**src/rtl/arb_pkg.sv**
```systemverilog
// Shared types and constants for the memory-port arbiter.
package arb_pkg;

    // Arbiter FSM states.
    typedef enum logic [1:0] {
        ST_IDLE = 2'd0,
        ST_ADDR = 2'd1,
        ST_WAIT = 2'd2
    } arb_state_t;

    // Owner of the transaction currently on the bus.
    localparam logic GNT_IF  = 1'b0;
    localparam logic GNT_MEM = 1'b1;

endpackage : arb_pkg

```
**src/rtl/arb_select.sv**
```systemverilog
// Winner selection between fetch and load/store, with a streak counter
// that bounds how many data grants may pass a waiting fetch.
module arb_select
    import arb_pkg::*;
#(
    parameter int MAX_DATA_STREAK = 4
) (
    input  logic clk,
    input  logic rst,
    input  logic if_valid,
    input  logic mem_valid,
    input  logic accept,
    output logic grant,
    output logic if_ready,
    output logic mem_ready
);

    localparam int SW = $clog2(MAX_DATA_STREAK + 1);
    localparam logic [SW-1:0] STREAK_MAX = SW'(MAX_DATA_STREAK);

    logic [SW-1:0] streak;

    // Pick the winner: data first unless a waiting fetch has been passed too often.
    always_comb begin
        // NOTE: every output gets a default first so no path leaves one unassigned (no latch).
        grant     = GNT_IF;
        if_ready  = 1'b0;
        mem_ready = 1'b0;
        if (mem_valid && (!if_valid || streak != STREAK_MAX)) begin
            grant = GNT_MEM;
        end
        if (accept) begin
            if_ready  = if_valid  && (grant == GNT_IF);
            mem_ready = mem_valid && (grant == GNT_MEM);
        end
    end

    // Count data grants made while a fetch was waiting; a fetch grant clears it.
    always_ff @(posedge clk) begin
        if (rst) begin
            streak <= '0;
        end else if (if_ready) begin
            streak <= '0;
        end else if (mem_ready && if_valid && streak != STREAK_MAX) begin
            streak <= streak + 1'b1;
        end
    end

endmodule : arb_select

```
**src/rtl/mem_port_arbiter.sv**
```systemverilog
// Shares one valid/ready memory port between instruction fetch and the
// load/store path: one outstanding transaction, response routed to its owner.
module mem_port_arbiter
    import arb_pkg::*;
#(
    parameter int ADDR_W          = 64,
    parameter int DATA_W          = 64,
    parameter int MAX_DATA_STREAK = 4
) (
    input  logic                clk,
    input  logic                rst,
    // instruction fetch
    input  logic                if_req_valid,
    input  logic [ADDR_W-1:0]   if_req_addr,
    output logic                if_req_ready,
    output logic                if_resp_valid,
    output logic [DATA_W-1:0]   if_resp_data,
    // load/store
    input  logic                mem_req_valid,
    input  logic [ADDR_W-1:0]   mem_req_addr,
    input  logic                mem_req_wen,
    input  logic [DATA_W-1:0]   mem_req_wdata,
    input  logic [DATA_W/8-1:0] mem_req_wmask,
    output logic                mem_req_ready,
    output logic                mem_resp_valid,
    output logic [DATA_W-1:0]   mem_resp_data,
    // memory bus
    output logic                bus_req_valid,
    output logic [ADDR_W-1:0]   bus_req_addr,
    output logic                bus_req_wen,
    output logic [DATA_W-1:0]   bus_req_wdata,
    output logic [DATA_W/8-1:0] bus_req_wmask,
    input  logic                bus_req_ready,
    input  logic                bus_resp_valid,
    input  logic [DATA_W-1:0]   bus_resp_data,
    output logic                busy
);

    arb_state_t state, state_nx;
    logic       grant;
    logic       sel_grant;
    logic       accept;
    logic       take;
    logic       resp_fire;

    // Requests are only offered in IDLE; readies stay low while reset is applied.
    assign accept = (state == ST_IDLE) && !rst;
    assign take   = if_req_ready || mem_req_ready;

    arb_select #(
        .MAX_DATA_STREAK (MAX_DATA_STREAK)
    ) u_select (
        .clk       (clk),
        .rst       (rst),
        .if_valid  (if_req_valid),
        .mem_valid (mem_req_valid),
        .accept    (accept),
        .grant     (sel_grant),
        .if_ready  (if_req_ready),
        .mem_ready (mem_req_ready)
    );

    // Next-state logic: IDLE -> ADDR on accept, ADDR -> WAIT on bus ready, WAIT -> IDLE on response.
    always_comb begin
        state_nx = state;
        unique case (state)
            ST_IDLE: if (take)           state_nx = ST_ADDR;
            ST_ADDR: if (bus_req_ready)  state_nx = ST_WAIT;
            ST_WAIT: if (bus_resp_valid) state_nx = ST_IDLE;
            default:                     state_nx = ST_IDLE;
        endcase
    end

    // State register.
    always_ff @(posedge clk) begin
        // NOTE: sequential state uses non-blocking assignment so all flops update together.
        if (rst) state <= ST_IDLE;
        else     state <= state_nx;
    end

    // Capture the winning request in the accept cycle and hold it until the next accept.
    always_ff @(posedge clk) begin
        if (rst) begin
            grant         <= GNT_IF;
            bus_req_addr  <= '0;
            bus_req_wen   <= 1'b0;
            bus_req_wdata <= '0;
            bus_req_wmask <= '0;
        end else if (take) begin
            grant <= sel_grant;
            if (mem_req_ready) begin
                bus_req_addr  <= mem_req_addr;
                bus_req_wen   <= mem_req_wen;
                bus_req_wdata <= mem_req_wdata;
                bus_req_wmask <= mem_req_wmask;
            end else begin
                bus_req_addr  <= if_req_addr;
                bus_req_wen   <= 1'b0;
                bus_req_wdata <= '0;
                bus_req_wmask <= '0;
            end
        end
    end

    // Route a response to its owner; responses outside WAIT are dropped.
    always_comb begin
        resp_fire      = (state == ST_WAIT) && bus_resp_valid;
        if_resp_valid  = resp_fire && (grant == GNT_IF);
        mem_resp_valid = resp_fire && (grant == GNT_MEM);
        if_resp_data   = if_resp_valid  ? bus_resp_data : '0;
        mem_resp_data  = mem_resp_valid ? bus_resp_data : '0;
    end

    assign bus_req_valid = (state == ST_ADDR);
    assign busy          = (state != ST_IDLE);

endmodule : mem_port_arbiter

```
**config.mk**
```make
export PLATFORM = sky130hd
export DESIGN_NAME = mem_port_arbiter
export DESIGN_NICKNAME = d
export VERILOG_FILES = /design/src/rtl/arb_pkg.sv /design/src/rtl/arb_select.sv /design/src/rtl/mem_port_arbiter.sv
export SDC_FILE = /design/constraint.sdc
export NUM_CORES = 1
export LEC_CHECK = 0
export ABC_CLOCK_PERIOD_IN_PS = 3300
export CAP_MARGIN = 5
export CORE_AREA = 3 3 211 213
export CTS_BUF_LIST = sky130_fd_sc_hd__clkbuf_2
export DETAILED_ROUTE_END_ITERATION = 16
export DIE_AREA = 0 0 214 216
export GPL_TIMING_DRIVEN = 0
export REMOVE_ABC_BUFFERS = 1
export SYNTH_ARGS = -nofsm -noshare
export SYNTH_HDL_FRONTEND = slang
export SYNTH_SLANG_ARGS = --single-unit
export TNS_END_PERCENT = 30
```
**constraint.sdc**
```tcl
create_clock -name clk -period 3.3 [get_ports clk]
set_clock_uncertainty 0.2 [all_clocks]
set_input_delay 0.825 -clock clk [delete_from_list [all_inputs] [get_ports clk]]
set_output_delay 0.825 -clock clk [all_outputs]
set_load 0.005 [all_outputs]
```
==> results of run 1 <==
-- worst max-delay path: stages (launching register included) --
cell,delay [ps]
sky130_fd_sc_hd__dfxtp_4,410
sky130_fd_sc_hd__nor4bb_4,350
sky130_fd_sc_hd__buf_6,190
sky130_fd_sc_hd__buf_12,130
sky130_fd_sc_hd__buf_16,120
sky130_fd_sc_hd__buf_6,90
sky130_fd_sc_hd__and2_4,130
sky130_fd_sc_hd__buf_6,90
-- cell type report --
cell class              count  share of cell area, %
diodes                      5                 0.0916
clock buffers              20                  0.733
clock inverters            12                   1.01
inverters                  28                  0.998
multi-input cells         536                   26.3
flip-flops and latches    143                   21.1
well taps                 585                   5.36
repair buffers            609                   44.3
repair inverters            3                  0.156
-- what timing repair did --
action | in CTS | in global routing
gates resized for setup | 654 | 65
setup endpoints to repair | 134 | 107
setup buffers | 40 | 5
gates cloned | 16 | 0
pin swaps | 49 | 10
-- layer usage --
| layer | routed length (um) | share of wire, % | global-route usage (%) | up-vias |
|---|---|---|---|---|
| met5 | 13 | 0.031 | 0 | - |
| met4 | 1800 | 4.3 | 7.97 | 2 |
| met3 | 2570 | 6.2 | 4.76 | 56 |
| met2 | 21300 | 51 | 31.4 | 390 |
| met1 | 16100 | 39 | 19.3 | 4083 |
| li1 | - | - | - | 3926 |
-- placed cells by master, fill, tap and decap left out, types with 4 or more instances in the layout --
cell                              Yosys  routed
sky130_fd_sc_hd__clkbuf_2             0      21
sky130_fd_sc_hd__diode_2              0       5
sky130_fd_sc_hd__nand2_1             27      26
sky130_fd_sc_hd__nand3_1             76      75
sky130_fd_sc_hd__clkinvlp_4           0       5
sky130_fd_sc_hd__buf_2                7      68
sky130_fd_sc_hd__inv_6                0       5
sky130_fd_sc_hd__buf_6                6      80
sky130_fd_sc_hd__a21oi_1             77      76
sky130_fd_sc_hd__and3_1              41      41
sky130_fd_sc_hd__clkdlybuf4s50_1      0     404
sky130_fd_sc_hd__buf_8                0       5
sky130_fd_sc_hd__nand4b_1            24      24
sky130_fd_sc_hd__buf_16               0       8
sky130_fd_sc_hd__a221o_1             41      41
sky130_fd_sc_hd__inv_1               26      26
sky130_fd_sc_hd__and2_1             128      71
sky130_fd_sc_hd__dfxtp_1            143     137
sky130_fd_sc_hd__buf_4               10      27
sky130_fd_sc_hd__clkdlybuf4s15_2      0       4
sky130_fd_sc_hd__nor2_4               0       4
sky130_fd_sc_hd__o221ai_1            23      23
sky130_fd_sc_hd__and2_4               0      57
sky130_fd_sc_hd__o21ai_0             74      74
sky130_fd_sc_hd__buf_12               0       6
-- cells by family (layout without fill, tap and decap cells) --
family,count (synthesis),after routing,share of synthesized area (%)
and+or+nand+nor,311,315,28.2
DFF,143,143,42.7
adders and majority gates,2,2,0.373
other,0,5,0
AOI/OAI and AO/OA,219,219,20.9
buffers and inverters,116,672,7.86
-- worst max path at each step --
stage,start,to,slack [ps],depth (start not counted)
global route,grant$_SDFFE_PP0P_,if_resp_data[63],-290,7
floorplan,mem_req_valid,mem_req_ready,-4320,3
finish,grant$_SDFFE_PP0P_,if_resp_data[63],-100,7
CTS,state[0]$_SDFFE_PP0P_,if_resp_data[29],-320,8
detailed placement,if_req_valid,mem_req_ready,-1130,6
global placement,rst,mem_req_ready,-13660,5
-- power by group --
part | total [mW] | switching [mW] | internal [mW]
clock network | 1.09 | 0.726 | 0.361
registers | 1.91 | 0.0640 | 1.85
logic | 1.15 | 0.453 | 0.692
total | 4.14 | 1.24 | 2.90
-- sequential cells by signal (all words and copies together), names as in the netlist --
| signal | flops |
|---|---|
| bus_req_addr | 64 |
| bus_req_wdata | 64 |
| bus_req_wmask | 8 |
| u_select.streak | 3 |
| state | 2 |
| bus_req_wen | 1 |
| grant | 1 |
-- metrics by stage --
stage / util, % / instance area [um^2] / setup slack [ps]
2_1_floorplan: - / 6280 / -4320
3_3_place_gp: 29.0 / 12400 / -13660
3_5_place_dp: 29.8 / 12800 / -1130
4_1_cts: 31.6 / 13500 / -316
5_1_grt: 31.9 / 13700 / -288
6_report: 31.9 / 13700 / -97.8
==> results.py, run 1 <==
metrics = {
    "logic_synthesis": {
        "synth_top_area_share_pct": 42.7,
        "synthesis.area_um2": 6700,
        "ys.flop_type": "sky130_fd_sc_hd__dfxtp_1",
        "post_synth_most_frequent_cells": "143 x sky130_fd_sc_hd__dfxtp_1, 128 x sky130_fd_sc_hd__and2_1, 77 x sky130_fd_sc_hd__a21oi_1, 76 x sky130_fd_sc_hd__nand3_1, 74 x sky130_fd_sc_hd__o21ai_0",
        "synth_edf_count": 0,
        "asyncSetResetFlopFracSynth_pct": 0,
        "synthesis_warnings": 0,
        "mean_post_synth_cell_area_um2": 8.47,
        "synth_top_area_cell": "sky130_fd_sc_hd__dfxtp_1",
        "synthMostInstantiatedCell": "sky130_fd_sc_hd__dfxtp_1",
        "number_of_instances_in_the_synthesized_netlist": 791,
        "ys_seq_area_share_pct": 42.7,
        "ys_seq_elements": 143,
        "top_area_cells_in_the_synthesized_netlist": "sky130_fd_sc_hd__dfxtp_1 43%, sky130_fd_sc_hd__and2_1 12%, sky130_fd_sc_hd__a221o_1 6.1%",
        "yosysUniqueCellTypes": 32,
    },
    "clock_network": {
        "worstSkewPairLatency_ps": 850,
        "max-clock-path-buffers": 2,
        "cts.reportedPaths.clkPinSlew_ps": 240,
        "cts-hold-fix-buffers": 0,
        "ctsRootBufferMaster": "sky130_fd_sc_hd__clkbuf_2",
        "cts_max_level": 4,
        "total_clock_buffers_created_by_cts": 17,
        "clock-sinks": 143,
        "tritoncts_clock_tree": "done",
    },
    "hold_path": {
        "whs_endpoint": "state[1]$_SDFFE_PP0P_",
        "worstHoldPathCells": 4,
        "hold_path.class": "in -> reg",
        "hold_path.startpoint": "bus_resp_valid",
    },
    "worst_setup_path": {
        "crit-reg2reg-launch": "state[0]$_SDFFE_PP0P_",
        "setup.worst_path.class": "reg -> out",
        "cp.arrival_ps": 2370,
        "worstSetupEndpointType": "output port",
        "crit_path_max_fanout": 7,
        "worst-r2r-setup-slack_ps": 600,
        "worstPathRequired_ps": 2270,
        "startpoint_type": "flip-flop",
        "timing.rr.end": "bus_req_addr[53]$_SDFFE_PP0P_",
        "worst-r2r-cell-count": 12,
    },
    "routing": {
        "post_drt_wl_per_cell_um": 21.5,
        "via_count_normalized_by_instance_count": 4.36,
        "detailedRoute.firstIterationViolations": 435,
        "routed_wirelength_mm": 41.8,
        "total_via_count_in_the_routed_design": 8457,
        "route.antenna.remaining_nets": 0,
        "detailedRoute.firstPassIterationCount": 5,
        "post-route-drc-count": 0,
    },
    "floorplanning": {
        "design.core.area_um2": 42900,
        "placement_rows": 76,
        "dieArea_um2": 46200,
        "die_height_um": 216,
        "num_io_pins": 542,
        "initial_utilization_pct": 15.6,
        "die_outline_width_um": 214,
    },
    "sta": {
        "timing_hold_violations_final": 0,
        "timing.hold.ws_ps": 229,
        "period_utilisation_layout_pct": 103,
        "setup_repair_after_global_routing_missed_its_margin": "yes",
        "slew-limit-headroom_pct": 42.3,
        "min_period_ps": 3400,
        "max_fclk_mhz": 294,
        "layout_setup_ws_ps": -97.8,
        "finish_stage_setup_viols": 21,
        "report.final.slew_viol_count": 0,
        "timing_worst_slew_pin_value_ps": 865,
        "setup_total_negative_slack_ps": -931,
    },
    "final_layout": {
        "syn2layout_area_growth_pct": 104,
        "fill_cells": 4472,
        "multiInputGateArea_um2": 3590,
        "final-seq-area_um2": 2880,
        "layout-drive-gt1-share_pct": 23.5,
        "final-instance-count-excl-fill": 1941,
        "finish.net_count": 1611,
    },
    "grt": {
        "grt_pass1_wl_mm": 60.1,
        "global_route.usage.total_pct": 17.5,
        "antenna_violations_before_repair": 6,
        "grt_start_max_net_pins": 65,
        "first_global_vias": 8708,
        "residual_overflow_from_global_routing": 0,
    },
    "placement": {
        "dp.final_hpwl_mm": 29.1,
        "globalplace.congestion": 0.867,
        "placed_cells": 1847,
        "place.port_buffers": 541,
    },
    "status": {
        "violations_in_the_final_reports": "negative setup slack",
        "outcome": "finished with violations",
    },
    "power": {
        "static-leakage-power_nw": 5.46,
        "fin_total_pwr_mw": 4.14,
        "total_power_per_unit_cell_area_nw_per_um2": 303,
        "ir_worst_vdd_mv": 0.196,
    },
    "flow_run": {
        "cap_violations": 0,
    },
}
(Power assumes the default switching activity.)
==> run 2: changes to the inputs <==
- CORE_AREA: 3 3 211 213 -> 3 3 210 212
- DIE_AREA: 0 0 214 216 -> 0 0 213 215
- GPL_TIMING_DRIVEN: 0 -> unset
- SYNTH_HIERARCHICAL: unset -> 1
==> run 2 against run 1 <==
  * The run now ends clean
  * Non-clock buffer count shrank 20
  * Via count fell by 4.2%
  * Die area down 0.93%
==> results.py, run 2 <==
metrics = {
    "clock_network": {
        "cts-hold-fix-buffers": 0,
        "ctsRootBufferMaster": "sky130_fd_sc_hd__clkbuf_2",
        "tritoncts_clock_tree": "done",
        "cts.reportedPaths.clkPinSlew_ps": 200,
        "clock-sinks": 143,
        "worstSkewPairLatency_ps": 810,
        "cts_max_level": 4,
        "total_clock_buffers_created_by_cts": 17,
        "max-clock-path-buffers": 2,
    },
    "routing": {
        "post_drt_wl_per_cell_um": 19.7,
        "via_count_normalized_by_instance_count": 4.31,
        "total_via_count_in_the_routed_design": 8104,
        "detailedRoute.firstPassIterationCount": 4,
        "post-route-drc-count": 0,
        "routed_wirelength_mm": 37.1,
        "detailedRoute.firstIterationViolations": 340,
        "route.antenna.remaining_nets": 0,
    },
    "logic_synthesis": {
        "synthMostInstantiatedCell": "sky130_fd_sc_hd__dfxtp_1",
        "synth_edf_count": 0,
        "number_of_instances_in_the_synthesized_netlist": 808,
        "ys_seq_elements": 143,
        "mean_post_synth_cell_area_um2": 9.01,
        "largest_family_of_logic_cells_by_synthesized_area": "simple AND/OR/NAND/NOR gates",
        "yosysUniqueCellTypes": 34,
        "synth_compound_area_share_pct": 13.2,
        "top_area_cells_in_the_synthesized_netlist": "sky130_fd_sc_hd__dfxtp_1 39%, sky130_fd_sc_hd__and3_1 11%, sky130_fd_sc_hd__or3b_1 8.9%",
        "synthesis.area_um2": 7280,
        "ys_seq_area_share_pct": 39.3,
        "post_synth_most_frequent_cells": "143 x sky130_fd_sc_hd__dfxtp_1, 128 x sky130_fd_sc_hd__and3_1, 78 x sky130_fd_sc_hd__a21oi_1, 77 x sky130_fd_sc_hd__nand2_1, 74 x sky130_fd_sc_hd__or3b_1",
        "synthesis_warnings": 6,
        "post_synth_and_or_nand_nor_area_fraction_pct": 31.0,
        "ys.flop_type": "sky130_fd_sc_hd__dfxtp_1",
        "synth_xor_area_share_pct": 0,
        "asyncSetResetFlopFracSynth_pct": 0,
        "synth_top_area_cell": "sky130_fd_sc_hd__dfxtp_1",
        "adder_cell_fraction_of_synth_area_pct": 0.344,
        "synth.mux.area_fraction_pct": 8.80,
        "synth_top_area_share_pct": 39.3,
    },
    "power": {
        "total_power_per_unit_cell_area_nw_per_um2": 313,
        "static-leakage-power_nw": 5.74,
        "ir_worst_vdd_mv": 0.227,
        "fin_total_pwr_mw": 4.25,
    },
    "sta": {
        "layout_setup_ws_ps": 8.82,
        "timing_worst_slew_pin_value_ps": 769,
        "setup_repair_after_global_routing_missed_its_margin": "yes",
        "slew-limit-headroom_pct": 48.8,
        "period_utilisation_layout_pct": 99.7,
        "min_period_ps": 3290,
        "report.final.slew_viol_count": 0,
        "max_fclk_mhz": 304,
        "timing_hold_violations_final": 0,
        "finish_stage_setup_viols": 0,
    },
    "placement": {
        "globalplace.congestion": 0.816,
        "dp.final_hpwl_mm": 26.4,
        "place.port_buffers": 541,
        "detailedPlace.worstSlack_ps": -400,
    },
    "grt": {
        "global_route.usage.total_pct": 15.1,
        "grt_pass1_wl_mm": 51.5,
        "grt_start_max_net_pins": 144,
        "residual_overflow_from_global_routing": 0,
        "antenna_violations_before_repair": 4,
        "first_global_vias": 7979,
    },
    "worst_setup_path": {
        "critPathBufInv": 7,
        "worstPathRequired_ps": 2270,
        "kind_of_cell_with_the_highest_combined_delay_on_the_critical_path": "buffers and inverters",
        "cp.arrival_ps": 2270,
        "crit-reg2reg-launch": "state[0]$_SDFFE_PP0P_",
        "worst-r2r-cell-count": 8,
        "crit_path_start": "state[0]$_SDFFE_PP0P_",
        "setup.worst_path.class": "reg -> out",
        "critical_path.endpoint": "mem_resp_data[34]",
        "path_depth": 9,
        "startpoint_type": "flip-flop",
        "crit_path_frequent_cell": "sky130_fd_sc_hd__buf_6",
        "timing.rr.end": "bus_req_addr[61]$_SDFFE_PP0P_",
        "cpPeakStageDelay_ps": 400,
        "crit_slowest_cell": "sky130_fd_sc_hd__dfxtp_4",
        "worstSetupEndpointType": "output port",
        "worst-r2r-setup-slack_ps": 830,
        "crit_path_max_fanout": 6,
        "timing.critical_path.cells": "nor2b_4 > buf_12 > buf_6 > buf_6 > buf_16 > buf_12 > buf_6 > and3_4 > buf_6",
    },
    "floorplanning": {
        "initial_utilization_pct": 17.3,
        "die_height_um": 215,
        "num_io_pins": 542,
        "die_outline_width_um": 213,
        "design.core.area_um2": 42100,
        "placement_rows": 75,
        "dieArea_um2": 45800,
    },
    "final_layout": {
        "layout-drive-gt1-share_pct": 16.2,
        "final_core_util_pct": 32.3,
        "finish.net_count": 1601,
        "reg.largest.list": "bus_req_addr x64, bus_req_wdata x64, bus_req_wmask x8",
        "layout.cells.most_common": "sky130_fd_sc_hd__clkdlybuf4s50_1",
        "syn2layout_area_growth_pct": 86.8,
        "layout.cells.most_common_list": "406 x sky130_fd_sc_hd__clkdlybuf4s50_1, 138 x sky130_fd_sc_hd__dfxtp_1, 116 x sky130_fd_sc_hd__and3_1, 82 x sky130_fd_sc_hd__clkbuf_2, 78 x sky130_fd_sc_hd__a21oi_1",
        "fill_cells": 4378,
    },
    "status": {
        "outcome": "completed",
    },
    "hold_path": {
        "hold_path.class": "in -> reg",
    },
    "flow_run": {
        "cap_violations": 0,
    },
}
-- run 2: cell count changes after synthesis, sizes merged, moves of 50 or more --
cell and delta:
nor2b +65, nand2 +50, and2 -123, mux2i +64, a211oi +64, and3 +87, or3b +75, nand3 -76
o21ai -72
-- run 2: tightest hold or removal path, delay by kind of cell --
kind,cells,cell delay [ps]
AO/OA/AOI/OAI,1,50
AND/OR/NAND/NOR,1,130
buffers and inverters,1,250
-- run 2: through the flow --
stage	std cells	hold slack (ps)	cell area, um^2	setup TNS [ps]
finish	1882	251	13600	0
global route	1882	126	13600	-2650
CTS	1869	61.0	13600	-7350
detailed placement	1821	269	13200	-35070
global placement	1821	264	13200	-32950
floorplan	720	247	6760	-669300
-- run 2: metal layers --
| layer | vias up | global-route usage, % | wire length, um |
|---|---|---|---|
| li1 | 3919 | - | - |
| met1 | 3732 | 15.7 | 13700 |
| met4 | 2 | 7.27 | 1420 |
| met2 | 399 | 26.5 | 18600 |
| met5 | - | 0 | 13 |
| met3 | 52 | 5.69 | 3410 |
-- run 2: layout make-up --
type,instances,area (um^2),share of cell area [%]
well taps,539,674,4.96
flip-flops and latches,143,2870,21.1
clock buffers,20,100,0.736
repair buffers,589,5840,43.0
diodes,3,7.51,0.0552
multi-input cells,573,3970,29.2
inverters,4,15.0,0.110
clock inverters,11,118,0.864
-- run 2: worst min path at each step --
stage                                                from                         endpoint  slack (ps)  depth (start not counted)
after floorplan           u_select/streak[1]$_SDFFE_PP0P_  u_select/streak[1]$_SDFFE_PP0P_         250                          2
after global placement    u_select/streak[1]$_SDFFE_PP0P_  u_select/streak[1]$_SDFFE_PP0P_         260                          2
after detailed placement  u_select/streak[1]$_SDFFE_PP0P_  u_select/streak[1]$_SDFFE_PP0P_         270                          2
after CTS                                  bus_resp_valid            state[1]$_SDFFE_PP0P_          60                          3
after global routing                       bus_resp_valid            state[1]$_SDFFE_PP0P_         130                          3
final                                      bus_resp_valid            state[1]$_SDFFE_PP0P_         250                          3
-- run 2: report_power, final --
group	leakage [nW]	total (mW)	switching (mW)	internal, mW
combinational	4.44	1.28	0.500	0.779
clock	0.133	1.05	0.701	0.348
sequential	1.17	1.92	0.0676	1.86
total	5.74	4.25	1.27	2.98
-- run 2: cell families (layout without fill, tap and decap cells) --
group                    Yosys count  after routing
multiplexers                      64             64
AND/OR/NAND/NOR                  361            361
flip-flops                       143            143
buffers and inverters             92            624
adder cells (fa/ha/maj)            2              2
AO/OA/AOI/OAI                    146            146
other                              0              3
-- run 2: repair_timing --
item                                    in CTS  in global routing
buffers inserted                            12                  7
pin swaps                                    2                  2
cloned                                       5                  3
gates resized for setup                    285                144
endpoints found under the setup margin     134                 58
